## src/rtl/imem_loader.sv

```systemverilog
// rtl/imem_loader.sv - framed byte-stream boot loader that fills instruction memory and releases the core
module imem_loader #(
    parameter int ADDR_W = 6
) (
    input  logic              clk,
    input  logic              rst_n,
    input  logic              start,
    input  logic              in_valid,
    input  logic [7:0]        in_data,
    output logic              in_ready,
    output logic              we,
    output logic [ADDR_W-1:0] waddr,
    output logic [31:0]       wdata,
    output logic              busy,
    output logic              done,
    output logic              error,
    output logic              cpu_run,
    output logic [ADDR_W:0]   words_loaded
);

    localparam logic [2:0] S_IDLE   = 3'd0;
    localparam logic [2:0] S_LEN_LO = 3'd1;
    localparam logic [2:0] S_LEN_HI = 3'd2;
    localparam logic [2:0] S_DATA   = 3'd3;
    localparam logic [2:0] S_CHECK  = 3'd4;
    localparam logic [2:0] S_DONE   = 3'd5;
    localparam logic [2:0] S_ERR    = 3'd6;

    localparam logic [16:0] MAX_WORDS = 17'd1 << ADDR_W;

    logic [2:0]        state_q, state_d;
    logic [15:0]       len_q, len_d;
    logic [1:0]        byte_idx_q, byte_idx_d;
    logic [23:0]       buf_q, buf_d;
    logic [7:0]        csum_q, csum_d;
    logic [ADDR_W:0]   words_q, words_d;
    logic              we_q, we_d;
    logic [ADDR_W-1:0] waddr_q, waddr_d;
    logic [31:0]       wdata_q, wdata_d;
    logic              in_ready_q, in_ready_d;
    logic              busy_q, busy_d;
    logic              done_q, done_d;
    logic              error_q, error_d;
    logic              cpu_run_q, cpu_run_d;

    logic              accept;
    logic [15:0]       len_full;
    logic [16:0]       words_next_ext;

    assign accept         = in_valid & in_ready_q;
    assign len_full       = {in_data, len_q[7:0]};
    assign words_next_ext = {{(16 - ADDR_W){1'b0}}, words_q} + 17'd1;

    always_comb begin
        state_d    = state_q;
        len_d      = len_q;
        byte_idx_d = byte_idx_q;
        buf_d      = buf_q;
        csum_d     = csum_q;
        words_d    = words_q;
        we_d       = 1'b0;
        waddr_d    = waddr_q;
        wdata_d    = wdata_q;

        case (state_q)
            S_IDLE, S_DONE, S_ERR: begin
                if (start) begin
                    state_d    = S_LEN_LO;
                    len_d      = 16'd0;
                    byte_idx_d = 2'd0;
                    csum_d     = 8'd0;
                    words_d    = '0;
                end
            end
            S_LEN_LO: begin
                if (accept) begin
                    len_d[7:0] = in_data;
                    state_d    = S_LEN_HI;
                end
            end
            S_LEN_HI: begin
                if (accept) begin
                    len_d[15:8] = in_data;
                    // Bound N here so waddr can never wrap once DATA is entered.
                    if ({1'b0, len_full} > MAX_WORDS) begin
                        state_d = S_ERR;
                    end else if (len_full == 16'd0) begin
                        state_d = S_CHECK;
                    end else begin
                        state_d = S_DATA;
                    end
                end
            end
            S_DATA: begin
                if (accept) begin
                    csum_d     = csum_q + in_data;
                    byte_idx_d = byte_idx_q + 2'd1;
                    if (byte_idx_q == 2'd3) begin
                        we_d    = 1'b1;
                        waddr_d = words_q[ADDR_W-1:0];
                        wdata_d = {in_data, buf_q};
                        words_d = words_q + 1'b1;
                        if (words_next_ext == {1'b0, len_q}) begin
                            state_d = S_CHECK;
                        end
                    end else begin
                        buf_d = {in_data, buf_q[23:8]};
                    end
                end
            end
            S_CHECK: begin
                if (accept) begin
                    state_d = (in_data == csum_q) ? S_DONE : S_ERR;
                end
            end
            default: state_d = S_IDLE;
        endcase

        in_ready_d = (state_d == S_LEN_LO) || (state_d == S_LEN_HI) ||
                     (state_d == S_DATA)   || (state_d == S_CHECK);
        busy_d     = in_ready_d;
        done_d     = (state_d == S_DONE);
        cpu_run_d  = (state_d == S_DONE);
        error_d    = (state_d == S_ERR);
    end

    always_ff @(posedge clk) begin
        if (!rst_n) begin
            state_q    <= S_IDLE;
            len_q      <= 16'd0;
            byte_idx_q <= 2'd0;
            buf_q      <= 24'd0;
            csum_q     <= 8'd0;
            words_q    <= '0;
            we_q       <= 1'b0;
            waddr_q    <= '0;
            wdata_q    <= 32'd0;
            in_ready_q <= 1'b0;
            busy_q     <= 1'b0;
            done_q     <= 1'b0;
            error_q    <= 1'b0;
            cpu_run_q  <= 1'b0;
        end else begin
            state_q    <= state_d;
            len_q      <= len_d;
            byte_idx_q <= byte_idx_d;
            buf_q      <= buf_d;
            csum_q     <= csum_d;
            words_q    <= words_d;
            we_q       <= we_d;
            waddr_q    <= waddr_d;
            wdata_q    <= wdata_d;
            in_ready_q <= in_ready_d;
            busy_q     <= busy_d;
            done_q     <= done_d;
            error_q    <= error_d;
            cpu_run_q  <= cpu_run_d;
        end
    end

    assign in_ready     = in_ready_q;
    assign we           = we_q;
    assign waddr        = waddr_q;
    assign wdata        = wdata_q;
    assign busy         = busy_q;
    assign done         = done_q;
    assign error        = error_q;
    assign cpu_run      = cpu_run_q;
    assign words_loaded = words_q;

endmodule

```

## config.mk

```make
export PLATFORM = sky130hd
export DESIGN_NAME = imem_loader
export DESIGN_NICKNAME = d
export VERILOG_FILES = /design/src/rtl/imem_loader.sv
export SDC_FILE = /design/constraint.sdc
export NUM_CORES = 1
export LEC_CHECK = 0
export ABC_AREA = 1
export CAP_MARGIN = 30
export CORE_UTILIZATION = 45
export DETAILED_ROUTE_END_ITERATION = 10
export MAX_ROUTING_LAYER = met4
export PLACE_DENSITY = 0.67
export SETUP_SLACK_MARGIN = 0.4
export SLEW_MARGIN = 20
export SYNTH_ARGS = -nofsm -noshare
export SYNTH_HDL_FRONTEND = slang
export SYNTH_SLANG_ARGS = --single-unit
export TNS_END_PERCENT = 50
```

## constraint.sdc

```tcl
create_clock -name clk -period 4.1 [get_ports clk]
set_input_delay 0.82 -clock clk [delete_from_list [all_inputs] [get_ports clk]]
set_output_delay 0.82 -clock clk [all_outputs]
set_load 0.1 [all_outputs]
```

# After elaboration in Yosys (flattened, before gate mapping)
# Cells that the tools add are included.
# W data, S select, Z words.
# word_totals
regBits,102
in_bits,12
out_inout_bits,51
wordCells,82
# op_classes
add_sub_neg,4
n_lt_le_gt_ge,1
eq_ne,20
mux,26
bitwise_logic,2
reduce_logical,16
# ops
operator,count
$pmux W8 S2,3
$mux W3,9
$mux W8,3
$mux W7,3
$eq A3 B3 Y1 const B,6
$reduce_and A3 Y1,6
$eq A8 B16 Y1,1
$gt A16 B7 Y1 const B,1
$logic_not A16 Y1,1
$mux W16,1
$pmux W3 S5,1
$pmux W7 S2,1
$eq A3 B2 Y1 const B,4
$ne A2 B2 Y1 const B,5
$add A7 B1 Y8 const B,1
$add A8 B8 Y8,1
$eq A8 B8 Y1,1
$add A7 B1 Y7 const B,1
$eq A3 B1 Y1 const B,2
$mux W2,3
$reduce_bool A2 Y1,3
$pmux W2 S2,1
$reduce_and A4 Y1,1
$logic_not A3 Y1,1
7 further kinds,9

# Depth between registers and ports, before layout
# logic_depth
ltp_word,10
mapped_depth,15
ltp_nobuf,15

# Worst setup path after synthesis
# OpenSTA, ideal clock, no wires.
# synth_timing
kind,register to register
from,"reg words_q[1], in the netlist words_loaded[1]"
to,"reg error_q, in the netlist error"
setup_time_ns,0.065
arrival_ns,2.398
slack_ns,1.637
stages_incl_launch_ff,13
path_buffers,0
cell_sequence,dfxtp_1 > ha_1 > nand2_1 > nor2_2 > nand3_2 > nand3_2 > nand3_1 > nor2_1 > nand3_1 > nand2_1 > nand2_1 > nand3b_1 > nor2_1
# synth_via
elab_chain_len,7
# synth_rtl
element,line_no,source
start: declaration,36,"logic [ADDR_W:0] words_q, words_d;"
start signal: assignment,149,words_q <= words_d;
$add A7 B1 Y8,52,"assign words_next_ext = {{(16 - ADDR_W){1'b0}}, words_q} + 17'd1;"
$eq A8 B16 Y1,103,"if (words_next_ext == {1'b0, len_q}) begin"
$mux W3,103,
$mux W3,98,if (byte_idx_q == 2'd3) begin
$mux W3,95,if (accept) begin
$pmux W3 S5,65,case (state_q)
$eq A3 B3 Y1,124,error_d = (state_d == S_ERR);
end signal: assignment,156,error_q <= error_d;
end: declaration,43,"logic error_q, error_d;"
# No other way between the ends.
# A chain may end at the register's enable or synchronous reset.

# Worst setup path in the final report
# layout_timing
from,"reg words_q[3], in the netlist words_loaded[3]"
to,out words_loaded[3]
# layout_lines
element,line_no,source
end: declaration,18,output logic [ADDR_W:0] words_loaded
# No word-level cell between the ends.

==> impl_metrics.tcl <==
set metrics [dict create \
    final_cell_mix "nor2_1, nand2_1, dfxtp_1, o21ai_0, clkdlybuf4s50_1" \
    rows 36 \
    min_period_over_period 0.718 \
    drive_gt1_frac 0.0787 \
    vdd.ir_drop.worst_v 0.000173 \
    slew-limit-headroom 0.333 \
    dp_hpwl_um 8170 \
    stdcell_area_um2 5520 \
    drv_cap 0 \
    vias 4216 \
    diodes 0 \
    crit_arrival_ns 2.12 \
    syn_avg_cell_area_um2 7.16 \
    ff2ff_path_depth 12 \
    r2r_end "error" \
    ant_nets 0 \
    crit_fanout 9 \
    finalWirelength_um 11700 \
    synth.net_count 665 \
    cts.htree.levels 3 \
    synthCells 643 \
    whs_path_depth 2 \
    power_density_nw_per_um2 363 \
    areaGrowthSynthToFinish_pct 19.8 \
    path_buf_inv 1 \
    grt_max_degree 66 \
    ctsResizeCount 0 \
    hold_slack_ns 0.472 \
    finalMaxSlewViolations 0 \
    ys_ff_latch 102 \
    fp.dieH_um 103 \
    ys_seq_area_frac 0.443 \
    die_w_um 103 \
    path_class "reg -> out" \
    start_util 0.467 \
    p_leak_uw 0.00241 \
    endpoint_kind "output port" \
    gp_congestion 0.906 \
    yosysWarnings 0 \
    hold_viol 0 \
    synth.distinct_cells 35 \
    r2r-start "words_loaded[1]" \
    postCtsSetupRepairBufs 0 \
    cp.required_ns 3.28 \
    cpPeakStageDelay_ns 1.20 \
    finalSetupViolations 0 \
    hold_path_end "csum_q[3]" \
    hold_class "reg -> reg" \
    nets 716 \
    drc 0 \
    cp_num_cells 1 \
    holdCritStartpoint "csum_q[3]" \
    grt_pass1_wl_um 18400 \
    layout_commonest_cell "nor2_1" \
    cp-startpoint "words_loaded[3]" \
    io_pins 63 \
    globalRouteOverflowTotal 0 \
    rsz0062_at_grt "false" \
    skew_ns 0.0191 \
    clk_path_buf_depth 2 \
    start_kind "register" \
    worstMarginPinSlew_ns 0.997 \
    r2r_setup_slack_ns 2.00 \
    grt_pass1_vias 3807 \
    viasPerCell 5.07 \
    core_area_um2 9860 \
    io_buffers 62 \
    cts_hold_buffers 0 \
    clock_sinks 102 \
    path_cells "clkdlybuf4s50_1" \
    track_usage 0.234 \
    drt-pass1-iter-count 5 \
    root_buffer "clkbuf_8" \
    crit_family "buffers and inverters" \
    cts_tree "yes" \
    die_area_um2 10600 \
    dpl_cell_area_um2 5300 \
    fin_crit_ns 2.94 \
    antenna_found_initial 0 \
    routedWlPerCell_um 14.0 \
    first_iter_violations 169 \
    numCtsBuffers 9 \
    clk_pin_slew_ns 0.10 \
    fin_setup_tns_ns 0 \
    slowest_stage "clkdlybuf4s50_1" \
    insertion_delay_ns 0.38 \
    status "completed" \
    synth_area_um2 4610 \
    fmax_mhz 340 \
]
[cells by family after synthesis]
group,after synthesis,synth area share
and+or+nand+nor,316,0.286
adders and majority gates,10,0.0288
AOI/OAI and AO/OA,131,0.163
buffers and inverters,81,0.0733
xor gates and xnor gates,3,0.00570
DFF,102,0.443
[Yosys cell counts]
| master | instances | area, um2 |
|---|---|---|
| o211ai_1 | 3 | 22.5 |
| xor2_1 | 2 | 17.5 |
| o21ai_0 | 67 | 335 |
| a31oi_1 | 1 | 6.26 |
| nand3b_1 | 2 | 15.0 |
| or2_2 | 2 | 12.5 |
| nand2_2 | 4 | 25.0 |
| inv_1 | 48 | 180 |
| nand4_1 | 8 | 50.1 |
| o21ai_1 | 1 | 5.00 |
| buf_6 | 1 | 11.3 |
| nor3_1 | 4 | 20.0 |
| nand3_2 | 3 | 30.0 |
| o21bai_2 | 1 | 11.3 |
| buf_1 | 1 | 3.75 |
| buf_4 | 6 | 45.0 |
| fa_1 | 1 | 20.0 |
| a211oi_2 | 8 | 100 |
| xnor2_1 | 1 | 8.76 |
| ha_1 | 9 | 113 |
| o21ai_2 | 2 | 17.5 |
| nand3_1 | 30 | 150 |
| nor2_4 | 1 | 11.3 |
| nor2_2 | 4 | 25.0 |
| and2_0 | 1 | 6.26 |
| nand2_1 | 108 | 405 |
| dfxtp_1 | 102 | 2040 |
| nor2_1 | 148 | 556 |
| a21oi_1 | 45 | 225 |
| clkbuf_1 | 17 | 63.8 |
| buf_2 | 3 | 15.0 |
| inv_2 | 4 | 15.0 |
| a21oi_2 | 3 | 26.3 |
| nand4_2 | 1 | 12.5 |
| clkinv_1 | 1 | 3.75 |
[worst register-to-register path: cells and delay by family (launching register included)]
kind	cells	cell delay, ns
simple gates	11	1.28
fa+ha+maj	1	0.30
flops	1	0.47
[power by group]
| part | switching, uW | total (uW) | leakage (uW) | internal (uW) |
|---|---|---|---|---|
| logic | 195 | 277 | 0.00148 | 82.1 |
| registers | 16.0 | 1030 | 0.000823 | 1010 |
| clock network | 393 | 696 | 0.000109 | 302 |
[through the flow]
step / setup WS (ns) / instances / total power (uW) / util
floorplan: 1.64 / 643 / 1260 / -
global placement: 1.01 / 816 / 1330 / 0.537
detailed placement: 0.947 / 816 / 1330 / 0.537
CTS: 1.15 / 832 / 2020 / 0.560
global route: 1.08 / 832 / 2090 / 0.560
finish: 1.16 / 832 / 2000 / 0.560
[how the worst max path moves through the flow]
| stage | to |
|---|---|
| floorplan | error |
| global placement | csum_q[6] |
| detailed placement | csum_q[6] |
| CTS | words_loaded[3] |
| global route | words_loaded[3] |
| finish | words_loaded[3] |
[final cells by class]
type	instances	area, um2
fillers	972	4340
multi-input cells	460	2230
flip-flops and latches	102	2040
repair buffers	68	666
inverters	53	199
well taps	133	166
clock buffers	9	124
clock inverters	7	96.3
[state kept, by name (all words and copies together), names as in the netlist]
signal / flops
cpu_run: 1
byte_idx_q: 2
wdata: 32
busy: 1
words_loaded: 7
error: 1
buf_q: 24
len_q: 16
state_q: 3
waddr: 6
csum_q: 8
we: 1
[metal layers]
layer  GRT usage  vias up  wire length [um]
met4      0.0888        0               188
li1            -     2182                 -
met2       0.372       97              5330
met1       0.302     1923              5730
met3      0.0329       14               404
met5           -        -                 0
No activity file was read; power rests on OpenSTA's default activity.
